File: src/rtl/pipe_ctrl_pkg.sv
// -----------------------------------------------------------------------------
// pipe_ctrl_pkg
// Shared definitions for the pipeline stall/flush sequencer and the mult/div
// datapath: next-PC source encodings, the exception handler address, default
// mult/div latencies and the bundle of per-stage control strobes.
// -----------------------------------------------------------------------------
package pipe_ctrl_pkg;

  // Next-PC source selection.
  typedef enum logic [1:0] {
    PC_SEL_SEQ     = 2'd0,  // sequential / branch target
    PC_SEL_HANDLER = 2'd1,  // exception / interrupt handler
    PC_SEL_EPC     = 2'd2   // return from exception
  } pc_sel_e;

  localparam logic [31:0] HANDLER_ADDR = 32'h0000_4180;

  // Busy cycles after a mult/div start; the mult/div datapath uses the same values.
  localparam int MD_MULT_CYCLES = 5;
  localparam int MD_DIV_CYCLES  = 10;
  localparam int MD_CNT_W       = 4;

  // Control strobes produced every cycle by the sequencer.
  typedef struct packed {
    logic    pc_we;
    pc_sel_e pc_sel;
    logic    if_id_we;
    logic    if_id_clr;
    logic    id_ex_clr;
    logic    ex_mem_clr;
    logic    mem_wb_clr;
  } ctrl_t;

endpackage

File: src/rtl/pipe_ctrl_if.sv
// -----------------------------------------------------------------------------
// pipe_ctrl_if
// Request/control bundle between the pipeline stages and pipe_ctrl.
//   Requests (pipeline -> pipe_ctrl): stall_req_D, md_start_E, md_is_div_E,
//     md_use_D, exc_req_M, eret_D
//   Controls (pipe_ctrl -> pipeline): pc_we, pc_sel, if_id_we, if_id_clr,
//     id_ex_clr, ex_mem_clr, mem_wb_clr, md_busy, stall_cnt
// master: the pipeline side; slave: pipe_ctrl.
// -----------------------------------------------------------------------------
interface pipe_ctrl_if;
  import pipe_ctrl_pkg::*;

  logic        stall_req_D;
  logic        md_start_E;
  logic        md_is_div_E;
  logic        md_use_D;
  logic        exc_req_M;
  logic        eret_D;

  logic        pc_we;
  pc_sel_e     pc_sel;
  logic        if_id_we;
  logic        if_id_clr;
  logic        id_ex_clr;
  logic        ex_mem_clr;
  logic        mem_wb_clr;
  logic        md_busy;
  logic [31:0] stall_cnt;

  modport master (
    output stall_req_D, md_start_E, md_is_div_E, md_use_D, exc_req_M, eret_D,
    input  pc_we, pc_sel, if_id_we, if_id_clr, id_ex_clr, ex_mem_clr,
           mem_wb_clr, md_busy, stall_cnt
  );

  modport slave (
    input  stall_req_D, md_start_E, md_is_div_E, md_use_D, exc_req_M, eret_D,
    output pc_we, pc_sel, if_id_we, if_id_clr, id_ex_clr, ex_mem_clr,
           mem_wb_clr, md_busy, stall_cnt
  );

endinterface

File: src/rtl/pipe_ctrl_md_busy_counter.sv
// -----------------------------------------------------------------------------
// md_busy_counter
// Countdown tracking how long the multi-cycle mult/div unit stays busy.
//   clk, reset : clock, synchronous active-high reset
//   start      : qualified start (already masked by an exception flush)
//   is_div     : 1 = div/divu latency, 0 = mult/multu latency
//   busy       : counter non-zero or a start this cycle
// A start while busy reloads the full latency rather than adding to it.
// -----------------------------------------------------------------------------
module md_busy_counter
  import pipe_ctrl_pkg::*;
#(
  parameter int MULT_CYCLES = MD_MULT_CYCLES,
  parameter int DIV_CYCLES  = MD_DIV_CYCLES,
  parameter int CNT_W       = MD_CNT_W
) (
  input  logic clk,
  input  logic reset,
  input  logic start,
  input  logic is_div,
  output logic busy
);

  localparam logic [CNT_W-1:0] MULT_LOAD = CNT_W'(MULT_CYCLES);
  localparam logic [CNT_W-1:0] DIV_LOAD  = CNT_W'(DIV_CYCLES);
  localparam logic [CNT_W-1:0] CNT_ZERO  = CNT_W'(0);
  localparam logic [CNT_W-1:0] CNT_ONE   = CNT_W'(1);

  logic [CNT_W-1:0] cnt_q;
  logic [CNT_W-1:0] cnt_d;

  // Next count: load on start, otherwise decrement and hold at zero.
  always_comb begin
    cnt_d = cnt_q;
    if (start) begin
      cnt_d = is_div ? DIV_LOAD : MULT_LOAD;
    end else if (cnt_q != CNT_ZERO) begin
      cnt_d = cnt_q - CNT_ONE;
    end else begin
      cnt_d = CNT_ZERO;
    end
  end

  // Busy counter register.
  always_ff @(posedge clk) begin
    if (reset) begin
      cnt_q <= CNT_ZERO;
    end else begin
      cnt_q <= cnt_d;
    end
  end

  // The start cycle itself counts as busy, so the unit is busy for N+1 cycles.
  assign busy = (cnt_q != CNT_ZERO) | start;

endmodule

File: src/rtl/pipe_ctrl.sv
// -----------------------------------------------------------------------------
// pipe_ctrl
// Central stall/flush sequencer for the 5-stage pipeline.
//   clk, reset : clock, synchronous active-high reset
//   bus        : pipe_ctrl_if.slave carrying hazard/exception requests in and
//                PC / pipeline-register strobes, md_busy and the stalled-cycle
//                performance counter out
// Priority (highest first): reset > exception at M > stall > eret at D > normal.
// All strobes are combinational from the current state and requests.
// -----------------------------------------------------------------------------
module pipe_ctrl
  import pipe_ctrl_pkg::*;
#(
  parameter int MULT_CYCLES = MD_MULT_CYCLES,
  parameter int DIV_CYCLES  = MD_DIV_CYCLES,
  parameter int CNT_W       = MD_CNT_W
) (
  input  logic        clk,
  input  logic        reset,
  pipe_ctrl_if.slave  bus
);

  logic        md_start_s;
  logic        md_busy_raw_s;
  logic        md_stall_s;
  logic        stall_s;
  ctrl_t       ctrl_s;
  logic [31:0] stall_cnt_q;
  logic [31:0] stall_cnt_d;

  // An exception flushes E, so its mult/div instruction never starts.
  assign md_start_s = bus.md_start_E & ~bus.exc_req_M;

  md_busy_counter #(
    .MULT_CYCLES (MULT_CYCLES),
    .DIV_CYCLES  (DIV_CYCLES),
    .CNT_W       (CNT_W)
  ) u_md_busy_counter (
    .clk    (clk),
    .reset  (reset),
    .start  (md_start_s),
    .is_div (bus.md_is_div_E),
    .busy   (md_busy_raw_s)
  );

  assign md_stall_s = bus.md_use_D & md_busy_raw_s;
  assign stall_s    = (bus.stall_req_D | md_stall_s) & ~bus.exc_req_M;

  // Priority resolution of the pipeline strobes; defaults describe normal flow.
  always_comb begin
    ctrl_s.pc_we      = 1'b1;
    ctrl_s.pc_sel     = PC_SEL_SEQ;
    ctrl_s.if_id_we   = 1'b1;
    ctrl_s.if_id_clr  = 1'b0;
    ctrl_s.id_ex_clr  = 1'b0;
    ctrl_s.ex_mem_clr = 1'b0;
    ctrl_s.mem_wb_clr = 1'b0;
    if (reset) begin
      ctrl_s.pc_we      = 1'b0;
      ctrl_s.if_id_we   = 1'b0;
      ctrl_s.if_id_clr  = 1'b1;
      ctrl_s.id_ex_clr  = 1'b1;
      ctrl_s.ex_mem_clr = 1'b1;
      ctrl_s.mem_wb_clr = 1'b1;
    end else if (bus.exc_req_M) begin
      // Flush F, D and E; a pending eret in D is squashed by the IF/ID clear.
      ctrl_s.pc_sel     = PC_SEL_HANDLER;
      ctrl_s.if_id_clr  = 1'b1;
      ctrl_s.id_ex_clr  = 1'b1;
      ctrl_s.ex_mem_clr = 1'b1;
    end else if (stall_s) begin
      // Hold PC and D, inject a bubble into E; an eret in D simply waits.
      ctrl_s.pc_we      = 1'b0;
      ctrl_s.if_id_we   = 1'b0;
      ctrl_s.id_ex_clr  = 1'b1;
    end else if (bus.eret_D) begin
      // No delay slot: the instruction fetched behind eret is killed.
      ctrl_s.pc_sel     = PC_SEL_EPC;
      ctrl_s.if_id_clr  = 1'b1;
    end else begin
      ctrl_s.pc_sel     = PC_SEL_SEQ;
    end
  end

  // Stalled-cycle count, wrapping modulo 2^32.
  always_comb begin
    if (stall_s) begin
      stall_cnt_d = stall_cnt_q + 32'd1;
    end else begin
      stall_cnt_d = stall_cnt_q;
    end
  end

  // Performance counter register.
  always_ff @(posedge clk) begin
    if (reset) begin
      stall_cnt_q <= 32'd0;
    end else begin
      stall_cnt_q <= stall_cnt_d;
    end
  end

  assign bus.pc_we      = ctrl_s.pc_we;
  assign bus.pc_sel     = ctrl_s.pc_sel;
  assign bus.if_id_we   = ctrl_s.if_id_we;
  assign bus.if_id_clr  = ctrl_s.if_id_clr;
  assign bus.id_ex_clr  = ctrl_s.id_ex_clr;
  assign bus.ex_mem_clr = ctrl_s.ex_mem_clr;
  assign bus.mem_wb_clr = ctrl_s.mem_wb_clr;
  assign bus.md_busy    = md_busy_raw_s & ~reset;
  assign bus.stall_cnt  = stall_cnt_q;

endmodule

File: src/flat_wrapper.sv
// flat-port wrapper written by rule: the top's interface ports become plain ports
module pipe_ctrl_flat import pipe_ctrl_pkg::*;
#(
  parameter int MULT_CYCLES = MD_MULT_CYCLES,
  parameter int DIV_CYCLES  = MD_DIV_CYCLES,
  parameter int CNT_W       = MD_CNT_W
)
  (clk, reset, bus_stall_req_D, bus_md_start_E, bus_md_is_div_E, bus_md_use_D, bus_exc_req_M, bus_eret_D, bus_pc_we, bus_pc_sel, bus_if_id_we, bus_if_id_clr, bus_id_ex_clr, bus_ex_mem_clr, bus_mem_wb_clr, bus_md_busy, bus_stall_cnt);
  pipe_ctrl_if bus_i ();
  input  logic clk;
  input  logic reset;
  input wire logic [$bits(bus_i.stall_req_D)-1:0] bus_stall_req_D;
  input wire logic [$bits(bus_i.md_start_E)-1:0] bus_md_start_E;
  input wire logic [$bits(bus_i.md_is_div_E)-1:0] bus_md_is_div_E;
  input wire logic [$bits(bus_i.md_use_D)-1:0] bus_md_use_D;
  input wire logic [$bits(bus_i.exc_req_M)-1:0] bus_exc_req_M;
  input wire logic [$bits(bus_i.eret_D)-1:0] bus_eret_D;
  output wire logic [$bits(bus_i.pc_we)-1:0] bus_pc_we;
  output wire logic [$bits(bus_i.pc_sel)-1:0] bus_pc_sel;
  output wire logic [$bits(bus_i.if_id_we)-1:0] bus_if_id_we;
  output wire logic [$bits(bus_i.if_id_clr)-1:0] bus_if_id_clr;
  output wire logic [$bits(bus_i.id_ex_clr)-1:0] bus_id_ex_clr;
  output wire logic [$bits(bus_i.ex_mem_clr)-1:0] bus_ex_mem_clr;
  output wire logic [$bits(bus_i.mem_wb_clr)-1:0] bus_mem_wb_clr;
  output wire logic [$bits(bus_i.md_busy)-1:0] bus_md_busy;
  output wire logic [$bits(bus_i.stall_cnt)-1:0] bus_stall_cnt;
  assign bus_i.stall_req_D = bus_stall_req_D;
  assign bus_i.md_start_E = bus_md_start_E;
  assign bus_i.md_is_div_E = bus_md_is_div_E;
  assign bus_i.md_use_D = bus_md_use_D;
  assign bus_i.exc_req_M = bus_exc_req_M;
  assign bus_i.eret_D = bus_eret_D;
  assign bus_pc_we = bus_i.pc_we;
  assign bus_pc_sel = bus_i.pc_sel;
  assign bus_if_id_we = bus_i.if_id_we;
  assign bus_if_id_clr = bus_i.if_id_clr;
  assign bus_id_ex_clr = bus_i.id_ex_clr;
  assign bus_ex_mem_clr = bus_i.ex_mem_clr;
  assign bus_mem_wb_clr = bus_i.mem_wb_clr;
  assign bus_md_busy = bus_i.md_busy;
  assign bus_stall_cnt = bus_i.stall_cnt;
  pipe_ctrl #(.MULT_CYCLES(MULT_CYCLES), .DIV_CYCLES(DIV_CYCLES), .CNT_W(CNT_W)) u_core (.clk(clk), .reset(reset), .bus(bus_i));
endmodule
File: config.mk
export PLATFORM = sky130hd
export DESIGN_NAME = pipe_ctrl_flat
export DESIGN_NICKNAME = d
export VERILOG_FILES = /design/src/rtl/pipe_ctrl_pkg.sv /design/src/rtl/pipe_ctrl_if.sv /design/src/rtl/pipe_ctrl_md_busy_counter.sv /design/src/rtl/pipe_ctrl.sv /design/src/flat_wrapper.sv
export SDC_FILE = /design/constraint.sdc
export NUM_CORES = 1
export LEC_CHECK = 0
export ABC_CLOCK_PERIOD_IN_PS = 1770
export CORE_MARGIN = 5
export CORE_UTILIZATION = 42
export DETAILED_ROUTE_END_ITERATION = 8
export PLACE_DENSITY = 0.75
export SYNTH_ARGS = -nofsm -noshare
export SYNTH_HDL_FRONTEND = slang
export SYNTH_SLANG_ARGS = --single-unit
File: constraint.sdc
create_clock -name clk -period 1.77 [get_ports clk]
set_input_delay 0.2655 -clock clk [delete_from_list [all_inputs] [get_ports clk]]
set_output_delay 0.2655 -clock clk [all_outputs]
set_load 0.005 [all_outputs]
==> run summary, run 1 <==
The flow ran to the end, but the final reports show violations. The checks that failed: negative setup slack. The number of fill cells is 315, and the number of cells on the worst hold path is 2.

The number of iterations in the first detailed-routing pass was 4; the die area was 5420 um2. The final routed wirelength across all metal layers was 5.08 mm. The tools report the capturing element type of the critical path as a flop. After clock tree synthesis, the flow added hold-fix buffers numbering 0. The routed via count divided by cell count came out at 5.25. Time the final worst path needs with I/O delays and setup: 2.02 ns. Net switching is 22.9% of the power.

The post-synthesis sequential element count is 36, and the wire length of the first global-routing pass is 7.61 mm. The most used flip-flop cell after synthesis is dfxtp_1. In this run the power density over the cells is 682 nW/um2.

The overall power after layout was 1890 uW; the layout overhead on the synthesized area was 62.7%. Measured along the y axis, the die boundary spans 73.6 um. The repair_antennas step left the layout with diodes totalling 0. The H-tree generated during clock tree synthesis spans 2 levels. The synthesized cell area was 1700 um2. The total of buffers placed on input and output ports is 48. Static leakage: 0.00104 uW. The run gives 313 as the final net count. Setup repair after global routing could not meet its margin everywhere. Across every metal layer, demand over resource in global routing totals 18.0%.

For this run, the number of Yosys warnings is 0. For this block, the via count after detailed routing is 1863. The tools report the cell-internal power as 1450 uW. Capturing point of the worst reg2reg path: u_core.bus.stall_cnt[20]$_SDFFE_PP0P_.

The number of hold violations in the final report is 0, and the required time of the critical path is 2.00 ns. The number of unique standard cell types used by synthesis is 31. Counting instances in the post-synthesis netlist gives the leading cell types as dfxtp_1, nor2_1, a21oi_1. The tool flagged a number of max-cap violations equal to 0. The placed instances occupy a cell area of 2460 um2.

49 I/O pins were placed. The tools report the number of max-slew violations in the final report as 0. The worst hold path terminates at u_core.bus.stall_cnt[31]$_SDFFE_PP0P_.

The tools report the floorplan row count as 23. Yosys mapped a number of flops with a built-in enable equal to 0. By area the synthesized netlist is led by dfxtp_1, nor2_1, xor2_1. A synthesized cell averages 8.13 um2. For the count of routing violations after the opening detailed-route iteration, the log shows 166. Largest area contributor in the netlist: dfxtp_1. In this run the biggest area consumer among cell types represents 42.4% of the synthesized area. In this run the remaining antenna-violating nets after routing total 0.

The worst setup path is of the reg -> reg kind. The tools report the launch point of the worst hold path as u_core.bus.stall_cnt[31]$_SDFFE_PP0P_. The worst hold-check path type is reg -> reg. After floorplanning, the core was sized to cover 3970 um2. Combinational logic is responsible for 13.0% of the overall power.

The tools report the number of global-route vias before repair as 1722. Actual slew at the worst max-slew pin: 0.456 ns. The startpoint identified for the worst register-to-register timing path is u_core.u_md_busy_counter.cnt_q[1]$_SDFF_PP0_. The clock share of power was 42.8%.

Buffers inserted during clock tree synthesis total 5. The worst-case headroom to the max-slew limit is 69.5%. In the final layout, the share of cells above drive strength 1 is 26.6%.

Final setup slack of the worst path: -0.250 ns. The total overflow left after global routing is 0. Clock tree root buffer cell: clkbuf_8. CTS saw 36 sinks. The number of setup violations in the final report is 19.

TritonCTS built the clock tree. The initial utilization of the core area, before any placement, comes to 42.8%. STA puts the critical path data arrival time at 2.25 ns. Dividing the detail-routed wire length by the instance count gives 14.3 um.

Peak ir drop on the vdd network: 0.401 mV. The clock passes through at most 2 buffers. Once layout is done, the placed cells without fillers occupy 2770 um2.

Along the worst path, the maximum fanout reaches 4. The clock transition time at the flip-flop clock pins of the worst setup and hold paths is 0.07 ns. Startpoint kind of the worst setup timing path: a flop. The worst register-to-register path has a setup slack of -0.25 ns. The worst path uses 114% of the clock period. Post-route DRC violation count: 0. The logs give 44.3% for the power share of the sequential group and 0.792 for the placer congestion estimate. The post-synth net total is 218.

The most frequent cell after synthesis is dfxtp_1. The run gives 0.00402 ns as the largest clock skew in the final design. The floorplan step set the die width to 73.6 um. The tools report the maximum operating frequency as 495 MHz. For the sum of net half-perimeters after detailed placement, the log shows 3.27 mm.

Clock latency on the worst-skew pair, taken at its later pin, is 0.29 ns. The run gives 433 uW as the net switching component of the power. The tools report the share of the yosys chip area belonging to registers as 42.4%. Synthesis produced 209 cells.

The depth of the worst register-to-register path works out to 9. Entering global routing, the biggest net connects 23 pins. Of all flip-flops after synthesis, the portion carrying an async set or reset was 0%. The number of antenna violations at the first check in global routing was 0.
## registers in the layout, summed over array words and instances (netlist names)
name and flops:
u_core.bus.stall_cnt 32, u_core.u_md_busy_counter.cnt_q 4
## power by group through the flow
stage               clock network [uW]  registers, uW  logic [uW]
floorplan                            0            855        81.2
global placement                     0            851         185
detailed placement                   0            852         187
CTS                                816            835         213
global route                       855            837         262
finish                             807            835         245
## routing by layer
metal / share of wire [%] / vias to the layer above / track usage (%)
met1: 42 / 871 / 22.4
met2: 51 / 53 / 29.7
met3: 5.4 / 10 / 4.10
met5: 0 / - / 0
met4: 1.8 / 0 / 7.44
li1: - / 929 / -
## what timing repair did
item	in CTS	in global routing
pin swaps	18	17
gates cloned	0	1
setup buffers	7	6
setup endpoints to repair	22	27
resized for setup	36	21
## critical path, stage by stage (launching register included)
cell      delay, ns
dfxtp_2        0.36
nor4_4         0.06
buf_4          0.14
buf_6          0.12
buf_6          0.11
a211oi_4       0.29
buf_4          0.19
nand3_4        0.07
or4b_1         0.50
a21oi_1        0.13
## placed cells by master, fill, tap and decap left out, types with 2 or more instances in the layout
master,synthesis,layout
or3_1,13,12
a21oi_2,0,4
a21oi_1,21,16
buf_4,2,38
clkdlybuf4s50_1,0,39
buf_6,0,9
xnor2_2,0,2
inv_1,5,5
nand4_1,16,16
nand3_1,6,6
nor2_1,33,30
nor3_1,3,3
nand2_1,17,17
dfxtp_2,0,4
dfxtp_1,36,32
clkbuf_8,0,7
buf_2,0,5
nor2b_1,2,2
o21ai_0,14,12
and3_1,4,4
xor2_1,14,14
nor2_2,0,3
dlygate4sd2_1,0,2
## logic make-up (layout without fill, tap and decap cells)
logic type               after synthesis  in the layout  synth area share [%]
AND/OR/NAND/NOR                      102            102                  31.1
XOR/XNOR                              17             17                  8.76
buffers and inverters                 12            108                  3.09
multiplexers                           1              1                 0.589
AO/OA/AOI/OAI                         40             40                  13.3
flip-flops                            36             36                  42.4
adder cells (fa/ha/maj)                1              1                 0.736
## final cells by class
| cell class | instances | area, um2 | share of cell area [%] |
|---|---|---|---|
| clock buffer | 7 | 96.3 | 3.48 |
| clock inverter | 1 | 30.0 | 1.09 |
| inverter | 5 | 18.8 | 0.679 |
| multi-input combinational | 161 | 995 | 36.0 |
| sequential | 36 | 726 | 26.2 |
| tap | 50 | 62.6 | 2.26 |
| timing repair buffer | 95 | 837 | 30.3 |
## stage by stage
stage / hold WS, ns / setup slack, ns / setup TNS (ns) / instances / util [%]
3_5_place_dp: 0.486 / -0.376 / -7.50 / 333 / 61.8
4_1_cts: 0.503 / -0.214 / -2.31 / 348 / 66.9
6_report: 0.499 / -0.250 / -3.03 / 355 / 69.6
5_1_grt: 0.526 / -0.335 / -5.15 / 355 / 69.6
2_1_floorplan: 0.416 / 0.0404 / 0 / 209 / -
3_3_place_gp: 0.481 / -0.356 / -6.56 / 333 / 61.8
## worst max path at each step
stage	startpoint	end	slack, ns	cells past startpoint
floorplan	u_core.bus.stall_cnt[2]$_SDFFE_PP0P_	u_core.bus.stall_cnt[31]$_SDFFE_PP0P_	0.04	6
global placement	bus_stall_req_D	bus_pc_we	-0.36	5
finish	u_core.u_md_busy_counter.cnt_q[1]$_SDFF_PP0_	u_core.bus.stall_cnt[20]$_SDFFE_PP0P_	-0.25	9
detailed placement	bus_exc_req_M	u_core.bus.stall_cnt[21]$_SDFFE_PP0P_	-0.38	7
global route	u_core.u_md_busy_counter.cnt_q[2]$_SDFF_PP0_	u_core.bus.stall_cnt[27]$_SDFFE_PP0P_	-0.33	9
CTS	u_core.u_md_busy_counter.cnt_q[1]$_SDFF_PP0_	u_core.bus.stall_cnt[20]$_SDFFE_PP0P_	-0.21	8
Note: power is estimated with default switching activity, not from simulation.
==> run 2: changes to the inputs <==
--- a/config.mk
+++ b/config.mk
@@ -7,9 +7,9 @@
 export LEC_CHECK = 0
 export ABC_CLOCK_PERIOD_IN_PS = 1770
 export CORE_MARGIN = 5
-export CORE_UTILIZATION = 42
+export CORE_UTILIZATION = 30
 export DETAILED_ROUTE_END_ITERATION = 8
-export PLACE_DENSITY = 0.75
+export SKIP_LAST_GASP = 1
 export SYNTH_ARGS = -nofsm -noshare
 export SYNTH_HDL_FRONTEND = slang
 export SYNTH_SLANG_ARGS = --single-unit
==> run summary, run 2 (synthesis results as in run 1) <==
The run finished, with violations left. Worst hold-check path type: in -> reg (was reg -> reg). The logs give 4 (unchanged) for the number of iterations in the first detailed-routing pass and 2680 um2 (was 2770 um2) for the area of all placed cells without fillers. The final cycle utilization of the critical path was 103% (was 114%).

For the maximum number of pins on one net before global-route repair, the log shows 21 (was 23). The count of routing violations after the opening detailed-route iteration is 75 (was 166). The worst endpoint data arrival time is 1.56 ns (was 2.25 ns), and the total of buffers placed on input and output ports is 48 (unchanged). Worst setup path startpoint: u_core.u_md_busy_counter.cnt_q[0]$_SDFF_PP0_ (was u_core.u_md_busy_counter.cnt_q[1]$_SDFF_PP0_). The core box area came out at 5510 um2 (was 3970 um2). The clock transition time at the flip-flop clock pins of the worst setup and hold paths was 0.07 ns (about the same); the height of the chip was 85.3 um (was 73.6 um). Capturing point of the worst reg2reg path: u_core.bus.stall_cnt[29]$_SDFFE_PP0P_ (was u_core.bus.stall_cnt[20]$_SDFFE_PP0P_). The maximum fanout encountered on the critical timing path was 2 (was 4). Setup repair after global routing could not meet its margin everywhere. Most frequent cells in the layout: buf_4, clkdlybuf4s50_1, nor2_1, dfxtp_1 (was clkdlybuf4s50_1, buf_4, dfxtp_1). TritonCTS built the clock tree. The cell with the largest stage delay on the worst path is dfxtp_2 (was or4b_1). The delay contributed by the slowest stage of the critical path was 0.33 ns (was 0.50 ns); the total length of routed met3 wires was 253 um (was 274 um). The total number of vias was 1777 (was 1863); the deepest level of the CTS H-tree was 2 (unchanged). The post-route DRC violation count is 0 (unchanged). Critical Path, Cell by Cell: nor4_4 -> buf_4 -> nand2_2 -> a21oi_2 -> nand2_1 -> nor2_1 -> clkbuf_2 (was nor4_4 -> buf_4 -> buf_6 -> buf_6 -> a211oi_4 -> buf_4 -> nand3_4 -> or4b_1 -> a21oi_1).

The number of global-route vias before repair was 1632 (was 1722); the final worst hold slack was 0.496 ns (was 0.499 ns). Startpoint-to-endpoint class of the critical path: reg -> out (was reg -> reg). The logs give 27 (was 23) for the floorplan row count and 0.288 mV (was 0.401 mV) for the peak ir drop on the vdd network. The number of antenna violations at the first check in global routing is 0 (unchanged), and the wire length of the first global-routing pass is 7.35 mm (was 7.61 mm). Static leakage: 0.000993 uW (was 0.00104 uW). The final cell count without fillers came out at 369 (was 355). The maximum operating frequency was 547 MHz (was 495 MHz); the met2 routed wirelength was 2.02 mm (was 2.56 mm). The placer congestion estimate was 0.746 (was 0.792).

The highest routing layer actually used is met4 (unchanged). The clock tree root buffer cell was clkbuf_8 (unchanged). The depth of the worst register-to-register path is 7 (was 9). The number of buffers created by CTS is 5 (unchanged), and the clock insertion delay at the later pin of the skew report is 0.29 ns (about the same). The run gives 1.50 ns (was 2.00 ns) as the required time of the critical path.

Register-to-register path setup slack: 0.04 ns (was -0.25 ns). The sum of net half-perimeters after detailed placement is 3.27 mm (about the same). The actual slew at the worst max-slew pin works out to 0.293 ns (was 0.456 ns). The run gives 0 (unchanged) as the cts-stage hold buffer count.

Number of buffers on the longest clock path: 2 (unchanged). The number of flip-flops in the largest register was 32 (unchanged). The time the final worst path needs with I/O delays and setup was 1.83 ns (was 2.02 ns); the fraction of layout instances using a drive strength above 1 was 25.3% (was 26.6%). The routed length per instance was 12.3 um (was 14.3 um); the number of placed I/O pins was 49 (unchanged). The tools report the capturing element type of the critical path as an output port (was a flop). The number of max-cap violations was 0 (unchanged); the number of placed instances, taps included was 354 (was 333). The number of clock sinks seen by CTS is 36 (unchanged), and the die area is 7270 um2 (was 5420 um2). For the overall fraction of global-route tracks in use, the log shows 12.3% (was 18.0%). The power per cell area is 624 nW/um2 (was 682 nW/um2). The commonest non-fill, non-tap cell in the layout was buf_4 (was clkdlybuf4s50_1). The tools report the origin of the critical flop-to-flop path as u_core.u_md_busy_counter.cnt_q[3]$_SDFF_PP0_ (was u_core.u_md_busy_counter.cnt_q[1]$_SDFF_PP0_). The post-detailed-placement cell area was 2480 um2 (was 2460 um2). Startpoint kind of the worst setup timing path: a flop (unchanged). For the final routed wirelength across all metal layers, the log shows 4.55 mm (was 5.08 mm).

The number of max-slew violations in the final report was 0 (unchanged); the remaining global-route overflow was 0 (unchanged). The end of the critical path was bus_pc_sel[1] (was u_core.bus.stall_cnt[20]$_SDFFE_PP0P_). Number of hold violations in the final report: 0 (unchanged). Violations in the final reports: negative setup slack (unchanged). The logs give 30.9% (was 42.8%) for the starting density of the core and 48.7% (was 69.6%) for the utilization after layout. The wire length on met1 was 2.19 mm (was 2.15 mm).

The run gives 0 (unchanged) as the antenna diode instance count. The overall power after layout was 1670 uW (was 1890 uW); the number of setup violations in the final report was 2 (was 19). The overall die width is 85.3 um (was 73.6 um). The number of routed nets with antenna violations came out at 0 (unchanged). The routed via count divided by cell count came out at 4.82 (was 5.25). The final net count is 306 (was 313), and the largest clock skew in the final design is 0.00509 ns (was 0.00402 ns).

Layout overhead on the synthesized area: 57.8% (was 62.7%). Worst-case headroom to the max-slew limit: 80.2% (was 69.5%). For the final setup slack of the worst path, the log shows -0.0593 ns (was -0.250 ns).
## run 2: cell types whose count changed in the layout (fill, tap and decap cells not counted), sizes merged
| cell | previous run | this run |
|---|---|---|
| dlygate4sd2 | 2 | 3 |
| buf | 52 | 45 |
| dlymetal6s2s | 1 | 2 |
| bufinv | 1 | 0 |
| clkdlybuf4s50 | 39 | 37 |
## run 2: timing repair
action,CTS,global route
endpoints found under the hold margin,0,0
gates resized for setup,35,16
buffers inserted,5,5
endpoints found under the setup margin,22,20
cloned,0,0
pin swaps,13,15
## run 2: per-layer routing
metal  vias up  track usage, %
li1        912               -
met3        10            4.27
met1       812            16.0
met2        43            18.9
met4         0            4.17
met5         -               0
## run 2: worst min-delay path by stage
stage	start	to	slack, ns	cells after the start
global route	u_core.bus.stall_cnt[31]$_SDFFE_PP0P_	u_core.bus.stall_cnt[31]$_SDFFE_PP0P_	0.52	2
global placement	u_core.bus.stall_cnt[31]$_SDFFE_PP0P_	u_core.bus.stall_cnt[31]$_SDFFE_PP0P_	0.48	2
finish	bus_md_start_E	u_core.u_md_busy_counter.cnt_q[3]$_SDFF_PP0_	0.50	4
CTS	u_core.bus.stall_cnt[18]$_SDFFE_PP0P_	u_core.bus.stall_cnt[18]$_SDFFE_PP0P_	0.50	2
detailed placement	u_core.bus.stall_cnt[31]$_SDFFE_PP0P_	u_core.bus.stall_cnt[31]$_SDFFE_PP0P_	0.49	2
floorplan	bus_md_is_div_E	u_core.u_md_busy_counter.cnt_q[3]$_SDFF_PP0_	0.42	2
## run 2: layout make-up
| cell class | instances | area [um2] |
|---|---|---|
| Inverter | 5 | 18.8 |
| Timing Repair Buffer | 88 | 752 |
| Tap cell | 72 | 90.1 |
| Sequential cell | 36 | 728 |
| Multi-Input combinational cell | 161 | 996 |
| Fill cell | 534 | 2830 |
| Clock buffer | 7 | 96.3 |
## run 2: per-stage QoR
step | setup TNS [ns] | worst slack [ns]
finish | -0.0765 | -0.0593
detailed placement | -8.23 | -0.441
global placement | -7.54 | -0.396
global route | -0.610 | -0.184
CTS | -0.181 | -0.156
floorplan | 0 | 0.0404
## run 2: worst max-delay path, delay by kind of cell, from the launching register on
kind	cells	cell delay, ns
flops	1	0.33
buf+inv	2	0.28
compound gates	1	0.16
simple gates	4	0.51
## run 2: power by group
| group | total (uW) | switching, uW | internal, uW | leakage [uW] |
|---|---|---|---|---|
| sequential | 837 | 13.2 | 824 | 0.000293 |
| clock | 629 | 283 | 347 | 0.0000503 |
| combinational | 206 | 97.7 | 109 | 0.000650 |
==> edit, RTL diff (config.mk and constraints of run 1) <==
The package constant `MD_CNT_W` goes from 4 to 6.
--- a/src/rtl/pipe_ctrl_pkg.sv
+++ b/src/rtl/pipe_ctrl_pkg.sv
@@ -18,7 +18,7 @@
   // Busy cycles after a mult/div start; the mult/div datapath uses the same values.
   localparam int MD_MULT_CYCLES = 5;
   localparam int MD_DIV_CYCLES  = 10;
-  localparam int MD_CNT_W       = 4;
+  localparam int MD_CNT_W       = 6;
 
   // Control strobes produced every cycle by the sequencer.
   typedef struct packed {
Function: same outputs for any inputs over 10 cycles, from zero or initial values and one cycle with reset high; that may be too few to reach the edited logic, so the function may still have changed.
==> edit against run 1 <==
The run still ends with setup timing left; critical path type is now in2reg; routed wire length up 1.5%; design area is 6.7% higher; sequential cell count rose by 2; worst hold slack better by 7.5 ps; die area grew 12%; synthesized area is 13% higher; setup slack improved by 240 ps.
Power is not compared: it rests on default switching activity, and its combinational part moved more than twofold at a synthesized area within 25%.
==> edit: results (changes against run 1) <==
The share of final-layout standard cells stronger than drive strength 1 was 29.91% (+3.3 points). By area the synthesized netlist is led by dfxtp_1, xor2_1, nor2_1. The reg2reg setup slack is 0 ps (+250 ps). The first element of the critical path is bus_md_use_D.

The number of global-route vias before repair is 1881 (+9.2%). The pin count of the biggest net entering global routing is 25 (+8.7%). The number of failing setup endpoints in the final timing report is 3 (-16). The buffer count from post-CTS setup fixing is 2 (-5).

The depth of the worst register-to-register path is 8 (-1). The via count is 1982 (+6.4%). In this run the critical register-to-register path is launched from u_core.u_md_busy_counter.cnt_q[0]. The met1 usage in global routing is 21.99% (-0.45 points).

The global-route wire length before repair came out at 8.500 mm (+12%). The number of nets still failing antenna checks after routing came out at 0 (unchanged). The total wire length after detailed routing is 5.153 mm (+1.5%). The checks that failed: setup timing. The sequential-to-total area share from yosys stat was 39.48% (-2.9 points). The largest driver fanout on the critical path is 6 (+2).

For this design, the slowest cell found on the critical path is or4_4. The pre-CTS worst setup slack is -459.8 ps (-83.60 ps). The maximum buffer depth of the clock tree came to 2 (unchanged). The headroom to the max-slew limit came out at 75.62% (+6.1 points). The number of levels the H-tree was split into is 2 (unchanged). The post-route met1 wirelength was 2.414 mm (+12%). The flow ran to the end, but the final reports show violations. Following the worst setup path forward leads to its endpoint at u_core.bus.stall_cnt[29].

Sorting the synthesized cells by how often they occur yields dfxtp_1, nor2_1, xor2_1. The total number of nets in the final design came out at 331 (+5.8%). The net count after synthesis was 240 (+10%). The number of violations reported at the end of detailed-routing iteration 0 is 102 (-39%).

The delay of the slowest critical-path stage came out at 530 ps (+30 ps). The area share of the largest cell type after synthesis came out at 39.48% (-2.9 points). The post-route worst hold slack is 506.6 ps (+7.513 ps). The met3 wirelength from detailed routing is 248 um (-9.5%). The post-cts sizing count is 28 (-22%). In this run the power spent charging and discharging nets is approximately 0.83 mW.

The met3 demand-to-capacity share in global routing came out at 5.093% (+0.99 points). The all-layer global routing usage came out at 17.05% (-0.96 points). The smallest setup slack after layout is -11.85 ps (+237.7 ps). The routed wire length on met2 came to 2.427 mm (-5.3%). The arrival time of data at the critical path endpoint is 2020 ps (-230 ps). The count of fill cells added during filler insertion came out at 375 (+19%). The routability-driven placement congestion ratio is 0.7526 (-5.0%).

The clock tree skew after final layout was 8.436 ps (+4.417 ps).
[edit: cell families after synthesis]
logic type | share of synthesized area [%]
XOR/XNOR | 10.45
adder cells (fa/ha/maj) | 1.948
AO/OA/AOI/OAI | 9.806
flip-flops | 39.48
buffers and inverters | 4.545
multiplexers | 0.5195
AND/OR/NAND/NOR | 33.25
[edit: final cells by class]
class / instances / area (um^2) / share of cell area (%)
multi-input cells: 171 / 1165 / 39.50
repair buffers: 95 / 817.0 / 27.70
flip-flops and latches: 38 / 773.2 / 26.22
clock buffers: 6 / 82.58 / 2.800
well taps: 52 / 65.06 / 2.206
inverters: 9 / 33.78 / 1.146
clock inverters: 2 / 12.51 / 0.4243
[edit: per-stage QoR]
step / area, um^2 / utilization (%) / TNS (ps) / instances
after CTS: 2864 / 64.88 / -176.1 / 367
after global placement: 2724 / 61.71 / -8362 / 358
after detailed placement: 2724 / 61.71 / -9768 / 358
after global routing: 2949 / 66.81 / -883.2 / 373
after floorplan: 1932 / - / 0 / 229
final: 2949 / 66.81 / -20.02 / 373
